`src/rtl/dma_multi_channel_if.sv`:
```
// Memory-side bus of the DMA engine: one valid/ready transaction port.
// The engine drives the request side (master); the memory arbiter answers (slave).
interface dma_multi_channel_if #(
    parameter int ADDR_W = 32
);
    logic              bus_req;
    logic [ADDR_W-1:0] bus_addr;
    logic              bus_wen;
    logic [1:0]        bus_size;
    logic [31:0]       bus_wdata;
    logic [31:0]       bus_rdata;
    logic              bus_ready;

    modport master (
        output bus_req, bus_addr, bus_wen, bus_size, bus_wdata,
        input  bus_rdata, bus_ready
    );

    modport slave (
        input  bus_req, bus_addr, bus_wen, bus_size, bus_wdata,
        output bus_rdata, bus_ready
    );
endinterface

```
`src/rtl/dma_multi_channel.sv`:
```
// Multi-channel DMA engine. Fixed-priority arbitration (channel 0 highest),
// preemption only between READ+WRITE units, one shared memory bus port.
// All outputs are registered and computed from next-state values.
module dma_multi_channel #(
    parameter int NUM_CH = 4,
    parameter int ADDR_W = 32,
    parameter int CNT_W  = 16
) (
    input  logic                     clk,
    input  logic                     rst_b,
    input  logic [NUM_CH*ADDR_W-1:0] ch_sad,
    input  logic [NUM_CH*ADDR_W-1:0] ch_dad,
    input  logic [NUM_CH*CNT_W-1:0]  ch_cnt,
    input  logic [NUM_CH*10-1:0]     ch_ctl,
    input  logic [NUM_CH-1:0]        ch_trig,
    dma_multi_channel_if.master      bus,
    output logic                     busy,
    output logic [NUM_CH-1:0]        irq,
    output logic [NUM_CH-1:0]        ch_disable
);
    localparam int CW = (NUM_CH > 1) ? $clog2(NUM_CH) : 1;

    typedef enum logic [1:0] {IDLE, READ, WRITE} state_t;

    // Packed views of the flat per-channel config buses.
    logic [NUM_CH-1:0][ADDR_W-1:0] cfg_sad, cfg_dad;
    logic [NUM_CH-1:0][CNT_W-1:0]  cfg_cnt;
    logic [NUM_CH-1:0][9:0]        ctl;
    logic [NUM_CH-1:0]             ch_en;

    assign cfg_sad = ch_sad;
    assign cfg_dad = ch_dad;
    assign cfg_cnt = ch_cnt;
    assign ctl     = ch_ctl;

    // Enable bit of every channel, gathered for edge detection.
    always_comb begin
        ch_en = '0;
        for (int i = 0; i < NUM_CH; i++) ch_en[i] = ctl[i][0];
    end

    // Per-channel shadow state.
    logic [NUM_CH-1:0][ADDR_W-1:0] sad_q, sad_d, dad_q, dad_d;
    logic [NUM_CH-1:0][CNT_W-1:0]  cnt_q, cnt_d;
    logic [NUM_CH-1:0]             en_prev_q, en_prev_d;
    logic [NUM_CH-1:0]             armed_q, armed_d;
    logic [NUM_CH-1:0]             pend_q, pend_d;
    logic [NUM_CH-1:0]             drop_q, drop_d;   // enable fell while active
    logic [NUM_CH-1:0]             word_q, word_d;   // unit size latched at arming

    // Engine state.
    state_t        state_q, state_d;
    logic [CW-1:0] cur_q, cur_d;
    logic [31:0]   data_q, data_d;

    // Registered outputs.
    logic              bus_req_q, bus_req_d;
    logic [ADDR_W-1:0] bus_addr_q, bus_addr_d;
    logic              bus_wen_q, bus_wen_d;
    logic [1:0]        bus_size_q, bus_size_d;
    logic [31:0]       bus_wdata_q, bus_wdata_d;
    logic [NUM_CH-1:0] irq_q, irq_d;
    logic [NUM_CH-1:0] dis_q, dis_d;

    // Arbitration signals.
    logic [NUM_CH-1:0] elig;
    logic              gnt_vld;
    logic [CW-1:0]     gnt_idx;
    logic              preempt;

    function automatic logic [ADDR_W-1:0] align(input logic [ADDR_W-1:0] a,
                                                input logic w);
        logic [ADDR_W-1:0] r;
        r    = a;
        r[0] = 1'b0;
        if (w) r[1] = 1'b0;
        return r;
    endfunction

    // Mode 1 decrements, mode 2 holds, modes 0 and 3 increment.
    function automatic logic [ADDR_W-1:0] step(input logic [ADDR_W-1:0] a,
                                               input logic [1:0] mode,
                                               input logic w);
        logic [ADDR_W-1:0] inc, r;
        inc = w ? ADDR_W'(4) : ADDR_W'(2);
        case (mode)
            2'd1:    r = a - inc;
            2'd2:    r = a;
            default: r = a + inc;
        endcase
        return r;
    endfunction

    // Fixed priority: lowest-index pending channel whose enable is still high.
    always_comb begin
        elig    = pend_q & ch_en;
        gnt_vld = |elig;
        gnt_idx = '0;
        for (int i = NUM_CH - 1; i >= 0; i--)
            if (elig[i]) gnt_idx = CW'(i);
        preempt = 1'b0;
        for (int i = 0; i < NUM_CH; i++)
            if (elig[i] && (i < int'(cur_q))) preempt = 1'b1;
    end

    // Next-state logic: channel arming/triggers first, then the transfer FSM,
    // whose decisions for the active channel take precedence.
    always_comb begin
        logic             act;
        logic [CW-1:0]    c;
        logic [CNT_W-1:0] rem;

        en_prev_d = ch_en;
        armed_d   = armed_q;
        pend_d    = pend_q;
        drop_d    = drop_q;
        word_d    = word_q;
        sad_d     = sad_q;
        dad_d     = dad_q;
        cnt_d     = cnt_q;
        state_d   = state_q;
        cur_d     = cur_q;
        data_d    = data_q;
        irq_d     = '0;
        dis_d     = '0;
        c         = cur_q;
        rem       = cnt_q[cur_q] - 1'b1;

        for (int i = 0; i < NUM_CH; i++) begin
            act = (state_q != IDLE) && (int'(cur_q) == i);
            if (ch_en[i] && !en_prev_q[i] && !act) begin
                armed_d[i] = 1'b1;
                word_d[i]  = ctl[i][3];
                sad_d[i]   = align(cfg_sad[i], ctl[i][3]);
                dad_d[i]   = align(cfg_dad[i], ctl[i][3]);
                cnt_d[i]   = cfg_cnt[i];
                pend_d[i]  = (ctl[i][9:8] == 2'd0);
                drop_d[i]  = 1'b0;
            end else if (!ch_en[i] && armed_q[i]) begin
                // An active unit must finish; otherwise disarm at once.
                if (act) begin
                    drop_d[i] = 1'b1;
                end else begin
                    armed_d[i] = 1'b0;
                    pend_d[i]  = 1'b0;
                end
            end else if (armed_q[i] && (ctl[i][9:8] != 2'd0) && ch_trig[i]) begin
                pend_d[i] = 1'b1;
            end
        end

        case (state_q)
            IDLE: begin
                if (gnt_vld) begin
                    cur_d   = gnt_idx;
                    state_d = READ;
                end
            end
            READ: begin
                if (bus.bus_ready) begin
                    data_d  = bus.bus_rdata;
                    state_d = WRITE;
                end
            end
            WRITE: begin
                if (bus.bus_ready) begin
                    sad_d[c] = step(sad_q[c], ctl[c][5:4], word_q[c]);
                    dad_d[c] = step(dad_q[c], ctl[c][7:6], word_q[c]);
                    cnt_d[c] = rem;
                    if (drop_q[c] || !ch_en[c]) begin
                        // Enable was withdrawn mid-unit: quiet disarm.
                        armed_d[c] = 1'b0;
                        pend_d[c]  = 1'b0;
                        drop_d[c]  = 1'b0;
                        state_d    = IDLE;
                    end else if (rem == '0) begin
                        irq_d[c] = ctl[c][2];
                        if (ctl[c][1] && (ctl[c][9:8] != 2'd0)) begin
                            cnt_d[c] = cfg_cnt[c];
                            if (ctl[c][7:6] == 2'd3)
                                dad_d[c] = align(cfg_dad[c], word_q[c]);
                            pend_d[c] = 1'b0;
                        end else begin
                            dis_d[c]   = 1'b1;
                            armed_d[c] = 1'b0;
                            pend_d[c]  = 1'b0;
                        end
                        state_d = IDLE;
                    end else if (preempt) begin
                        state_d = IDLE;
                    end else begin
                        state_d = READ;
                    end
                end
            end
            default: state_d = IDLE;
        endcase

        bus_req_d   = (state_d != IDLE);
        bus_wen_d   = (state_d == WRITE);
        bus_addr_d  = '0;
        bus_size_d  = 2'b00;
        bus_wdata_d = '0;
        if (state_d == READ)  bus_addr_d = sad_d[cur_d];
        if (state_d == WRITE) begin
            bus_addr_d  = dad_d[cur_d];
            bus_wdata_d = data_d;
        end
        if (state_d != IDLE) bus_size_d = word_d[cur_d] ? 2'b10 : 2'b01;
    end

    // State and output registers. The enable history is loaded from the live
    // enables during reset so a still-set enable does not re-arm on release.
    always_ff @(posedge clk) begin
        if (!rst_b) begin
            en_prev_q   <= ch_en;
            armed_q     <= '0;
            pend_q      <= '0;
            drop_q      <= '0;
            word_q      <= '0;
            sad_q       <= '0;
            dad_q       <= '0;
            cnt_q       <= '0;
            state_q     <= IDLE;
            cur_q       <= '0;
            data_q      <= '0;
            bus_req_q   <= 1'b0;
            bus_addr_q  <= '0;
            bus_wen_q   <= 1'b0;
            bus_size_q  <= 2'b00;
            bus_wdata_q <= '0;
            irq_q       <= '0;
            dis_q       <= '0;
        end else begin
            en_prev_q   <= en_prev_d;
            armed_q     <= armed_d;
            pend_q      <= pend_d;
            drop_q      <= drop_d;
            word_q      <= word_d;
            sad_q       <= sad_d;
            dad_q       <= dad_d;
            cnt_q       <= cnt_d;
            state_q     <= state_d;
            cur_q       <= cur_d;
            data_q      <= data_d;
            bus_req_q   <= bus_req_d;
            bus_addr_q  <= bus_addr_d;
            bus_wen_q   <= bus_wen_d;
            bus_size_q  <= bus_size_d;
            bus_wdata_q <= bus_wdata_d;
            irq_q       <= irq_d;
            dis_q       <= dis_d;
        end
    end

    assign bus.bus_req   = bus_req_q;
    assign bus.bus_addr  = bus_addr_q;
    assign bus.bus_wen   = bus_wen_q;
    assign bus.bus_size  = bus_size_q;
    assign bus.bus_wdata = bus_wdata_q;
    assign busy          = bus_req_q;
    assign irq           = irq_q;
    assign ch_disable    = dis_q;
endmodule

```
`src/flat_wrapper.sv`:
```
// flat-port wrapper written by rule: the top's interface ports become plain ports
module dma_multi_channel_flat 
#(
    parameter int NUM_CH = 4,
    parameter int ADDR_W = 32,
    parameter int CNT_W  = 16
)
  (clk, rst_b, ch_sad, ch_dad, ch_cnt, ch_ctl, ch_trig, busy, irq, ch_disable, bus_bus_req, bus_bus_addr, bus_bus_wen, bus_bus_size, bus_bus_wdata, bus_bus_rdata, bus_bus_ready);
  dma_multi_channel_if #(.ADDR_W(ADDR_W)) bus_i ();
  input  logic clk;
  input  logic rst_b;
  input  logic [NUM_CH*ADDR_W-1:0] ch_sad;
  input  logic [NUM_CH*ADDR_W-1:0] ch_dad;
  input  logic [NUM_CH*CNT_W-1:0] ch_cnt;
  input  logic [NUM_CH*10-1:0] ch_ctl;
  input  logic [NUM_CH-1:0] ch_trig;
  output logic busy;
  output logic [NUM_CH-1:0] irq;
  output logic [NUM_CH-1:0] ch_disable;
  output wire logic [$bits(bus_i.bus_req)-1:0] bus_bus_req;
  output wire logic [$bits(bus_i.bus_addr)-1:0] bus_bus_addr;
  output wire logic [$bits(bus_i.bus_wen)-1:0] bus_bus_wen;
  output wire logic [$bits(bus_i.bus_size)-1:0] bus_bus_size;
  output wire logic [$bits(bus_i.bus_wdata)-1:0] bus_bus_wdata;
  input wire logic [$bits(bus_i.bus_rdata)-1:0] bus_bus_rdata;
  input wire logic [$bits(bus_i.bus_ready)-1:0] bus_bus_ready;
  assign bus_bus_req = bus_i.bus_req;
  assign bus_bus_addr = bus_i.bus_addr;
  assign bus_bus_wen = bus_i.bus_wen;
  assign bus_bus_size = bus_i.bus_size;
  assign bus_bus_wdata = bus_i.bus_wdata;
  assign bus_i.bus_rdata = bus_bus_rdata;
  assign bus_i.bus_ready = bus_bus_ready;
  dma_multi_channel #(.NUM_CH(NUM_CH), .ADDR_W(ADDR_W), .CNT_W(CNT_W)) u_core (.clk(clk), .rst_b(rst_b), .ch_sad(ch_sad), .ch_dad(ch_dad), .ch_cnt(ch_cnt), .ch_ctl(ch_ctl), .ch_trig(ch_trig), .bus(bus_i), .busy(busy), .irq(irq), .ch_disable(ch_disable));
endmodule
```
`config.mk`:
```
export PLATFORM = sky130hd
export DESIGN_NAME = dma_multi_channel_flat
export DESIGN_NICKNAME = d
export VERILOG_FILES = /design/src/rtl/dma_multi_channel_if.sv /design/src/rtl/dma_multi_channel.sv /design/src/flat_wrapper.sv
export SDC_FILE = /design/constraint.sdc
export NUM_CORES = 2
export LEC_CHECK = 0
export ABC_AREA = 1
export BUFFER_PORTS_ARGS = -buffer_cell sky130_fd_sc_hd__buf_2
export CAP_MARGIN = 10
export CORE_UTILIZATION = 53
export DETAILED_ROUTE_END_ITERATION = 16
export PLACE_DENSITY_LB_ADDON = 0.2
export SYNTH_ARGS = -nofsm -noshare
export SYNTH_HDL_FRONTEND = slang
export SYNTH_SLANG_ARGS = --single-unit
```
`constraint.sdc`:
```
create_clock -name clk -period 5.3 [get_ports clk]
set_input_delay 0.53 -clock clk [delete_from_list [all_inputs] [get_ports clk]]
set_output_delay 0.53 -clock clk [all_outputs]
set_load 0.1 [all_outputs]
```
==> results.cfg <==
[setup_path]
critical_path.slowest_cell = o221ai_1
crit_fanout = 11
path_delay_family = compound AO/OA/AOI/OAI gates
crit_buf_inv = 5
critical_path_required_ns = 5.81
start_kind = flip-flop
crit_type = reg2reg
crit_path_frequent_cell = nand2_1
crit_chain = inv_2 -> buf_4 -> nand2_4 -> o221ai_1 -> inv_1 -> ha_1 -> nand3b_1 -> nand2_1 -> a21oi_1 -> buf_4 -> o21bai_1 -> a21boi_0 -> o21ai_0 -> xnor2_1 -> nand2_1 -> o21ai_0 -> a21boi_0 -> nand2_1 -> nand3_1 -> o2111ai_1 -> buf_4 -> nand2_1
cp-end-kind = flip-flop
arrival_ns = 5.54
slowest_delay_ns = 0.47

[synthesis]
synth_fp_nets = 6140
synth_compound_area_frac = 0.1880
yosys_warnings = 0
ys_types = 61
ys_top_cells_by_area = dfxtp_1 (27%), nand2_1 (19%), nand3_1 (10%)
synthMuxAreaShare = 0.005105
yosys.area.top_type_share = 0.2715
synth_xor_area_frac = 0.009196
synth_edf_count = 0
synthArstFlopShare = 0
netlist_area_um2 = 33330
synthAdderAreaFrac = 0.01839
ys_seq_elements = 452
synth_top_family_by_area = simple AND/OR/NAND/NOR gates
synth.most_common_cell = nand2_1
synth_ff_type = dfxtp_1
synth.avg_cell_area_um2 = 5.856
synth_top_area_cell = dfxtp_1
yosys.area_share.simple = 0.4029
yosysSeqAreaShare = 0.2715
postSynthCellCount = 5692
synth_top_cells_by_count = nand2_1 (1707), nand3_1 (667), nor2_1 (604)

[cells_and_area]
area_growth_pct = 15.23
drive_gt1_frac = 0.1355
multi_input_area_um2 = 20890
fillers = 6190
seqCellArea_um2 = 9054
stdcell_count = 6849
final_util = 0.6202
fin_nets = 6414

[clocking]
cts_buffers = 52
clockBufferDepth = 3
cts_tree = yes
cts.sinks = 452
clock_latency_ns = 0.66
clockRootBuffer = clkbuf_16
clk_pin_slew_worst_paths_ns = 0.07
h-tree-depth = 2

[route]
viasPerCell = 6.111
wl_per_cell_um = 21.96
dr.pass1.iters = 10
ant_nets = 0
drcViolationCount = 0
drt_iter0_markers = 5707
wl_um = 150400
via_count = 41860

[timing]
max-slew-margin-rel = 0.2065
finClkSkew_ns = 0.05282
min_period_ns = 5.029
finalSetupViolCount = 0
finalSetupTns_ns = 0
hold_viol_final = 0
rsz0062_at_grt = false
fin_crit_sh = 0.9489
worst_slew_pin_slew_ns = 1.190
hold_ws_ns = 0.02488
slew_violations = 0
max_freq_mhz = 198.8

[power_and_ir_drop]
seq_power_share = 0.291
p_total_mw = 12.82
intPower_mw = 7.518
peakVddDrop_uv = 295.7
total_leakage_power_nw = 18.85
p_switching_mw = 5.304
pwr-share-comb = 0.385
swShare = 0.4136
p_clk_frac = 0.324
p_per_area_nw_per_um2 = 333.8

[grt]
grt_pass1_vias = 38150
grt_remaining_overflow = 0
groute.usage.overall = 0.4531
antenna_found_initial = 11
grt_pass1_wl_um = 222700
grt_start_max_net_pins = 118

[flow_run]
cap_violations = 0

[floorplanning]
die_h_um = 252.8
pin_count = 476
die_w_um = 252.8
num_rows = 91
initial_core_util = 0.5382
coreArea_um2 = 61940
die-area_um2 = 63900

[place]
placed_cells = 6749
routabilityCongestion = 1.027
numPortBuffers = 467
place_hpwl_um = 102500

[worst_hold_path]
hold_class = in2reg

[outcome]
outcome = finished, final reports clean
-- cells by family after synthesis --
group	Yosys count
buffers and inverters	885
adder cells (fa/ha/maj)	49
XOR/XNOR	35
flip-flops	452
multiplexers	17
AO/OA/AOI/OAI	1053
AND/OR/NAND/NOR	3201
-- metal layers --
metal	vias up	routed length, µm	share of wire	GRT usage
met5	-	92	0.00061	0
met1	18900	56940	0.38	0.5798
met4	14	9317	0.062	0.2592
met2	2926	62980	0.42	0.6769
li1	19370	-	-	-
met3	640	21050	0.14	0.1320
-- per-stage QoR --
step / cell area (µm²) / worst slack, ns
floorplan: 33330 / 0.4106
global placement: 36460 / 0.4329
detailed placement: 36460 / 0.3934
CTS: 38400 / 0.3438
global route: 38410 / 0.02099
finish: 38410 / 0.2707
-- timing repair --
item | in CTS | in global routing
hold buffers | 0 | 0
setup buffers | 0 | 0
endpoints found under the hold margin | 0 | 0
setup endpoints to repair | 0 | 4
gates resized for setup | 0 | 3
-- registers in the layout, indices dropped and copies added (netlist names), 32 cells and up --
| name | cells |
|---|---|
| u_core.bus.bus_addr | 32 |
| u_core.dad_q | 128 |
| u_core.data_q | 32 |
| u_core.sad_q | 128 |
| u_core.bus.bus_wdata | 32 |
| u_core.cnt_q | 64 |
-- power by group through the flow --
stage          clock network, mW  logic (mW)  registers, mW
5_1_grt                     4.27        5.33           3.75
3_5_place_dp                   0        4.74           3.80
3_3_place_gp                   0        4.72           3.79
4_1_cts                     4.15        4.77           3.73
2_1_floorplan                  0        3.02           4.00
6_report                    4.15        4.94           3.73
-- final cells by class --
cell class | count | share of cell area
diodes | 4 | 0.0002606
multi-input cells | 4355 | 0.5438
well taps | 837 | 0.02726
clock inverters | 26 | 0.01254
repair buffers | 605 | 0.09303
flip-flops and latches | 452 | 0.2357
clock buffers | 70 | 0.03798
inverters | 500 | 0.04938
-- path summary, 6_finish.rpt --
kind | from | end | slack (ns) | depth (start not counted)
worst max register to register | u_core.cur_q[0]$_SDFF_PN0_ | u_core.bus.bus_addr[16]$_SDFF_PN0_ | 0.27 | 22
worst min register to register | u_core.sad_q[64]$_SDFF_PN0_ | u_core.sad_q[64]$_SDFF_PN0_ | 0.45 | 2
worst max-delay path | u_core.cur_q[0]$_SDFF_PN0_ | u_core.bus.bus_addr[16]$_SDFF_PN0_ | 0.27 | 22
worst min-delay path | ch_ctl[0] | u_core.en_prev_q[0]$_DFF_P_ | 0.02 | 1
-- placed cells by master (no fill, tap or decap), types with 49 or more instances in the layout --
cell type | netlist | final
nand2_1 | 1707 | 1703
nand3_1 | 667 | 667
nor2_1 | 604 | 596
buf_2 | 66 | 467
inv_1 | 470 | 464
dfxtp_1 | 452 | 450
o21ai_0 | 419 | 418
a21oi_1 | 216 | 216
buf_4 | 7 | 122
o211ai_1 | 97 | 97
o22ai_1 | 82 | 82
clkbuf_16 | 0 | 52
ha_1 | 49 | 49
No activity file was read; power rests on OpenSTA's default activity.
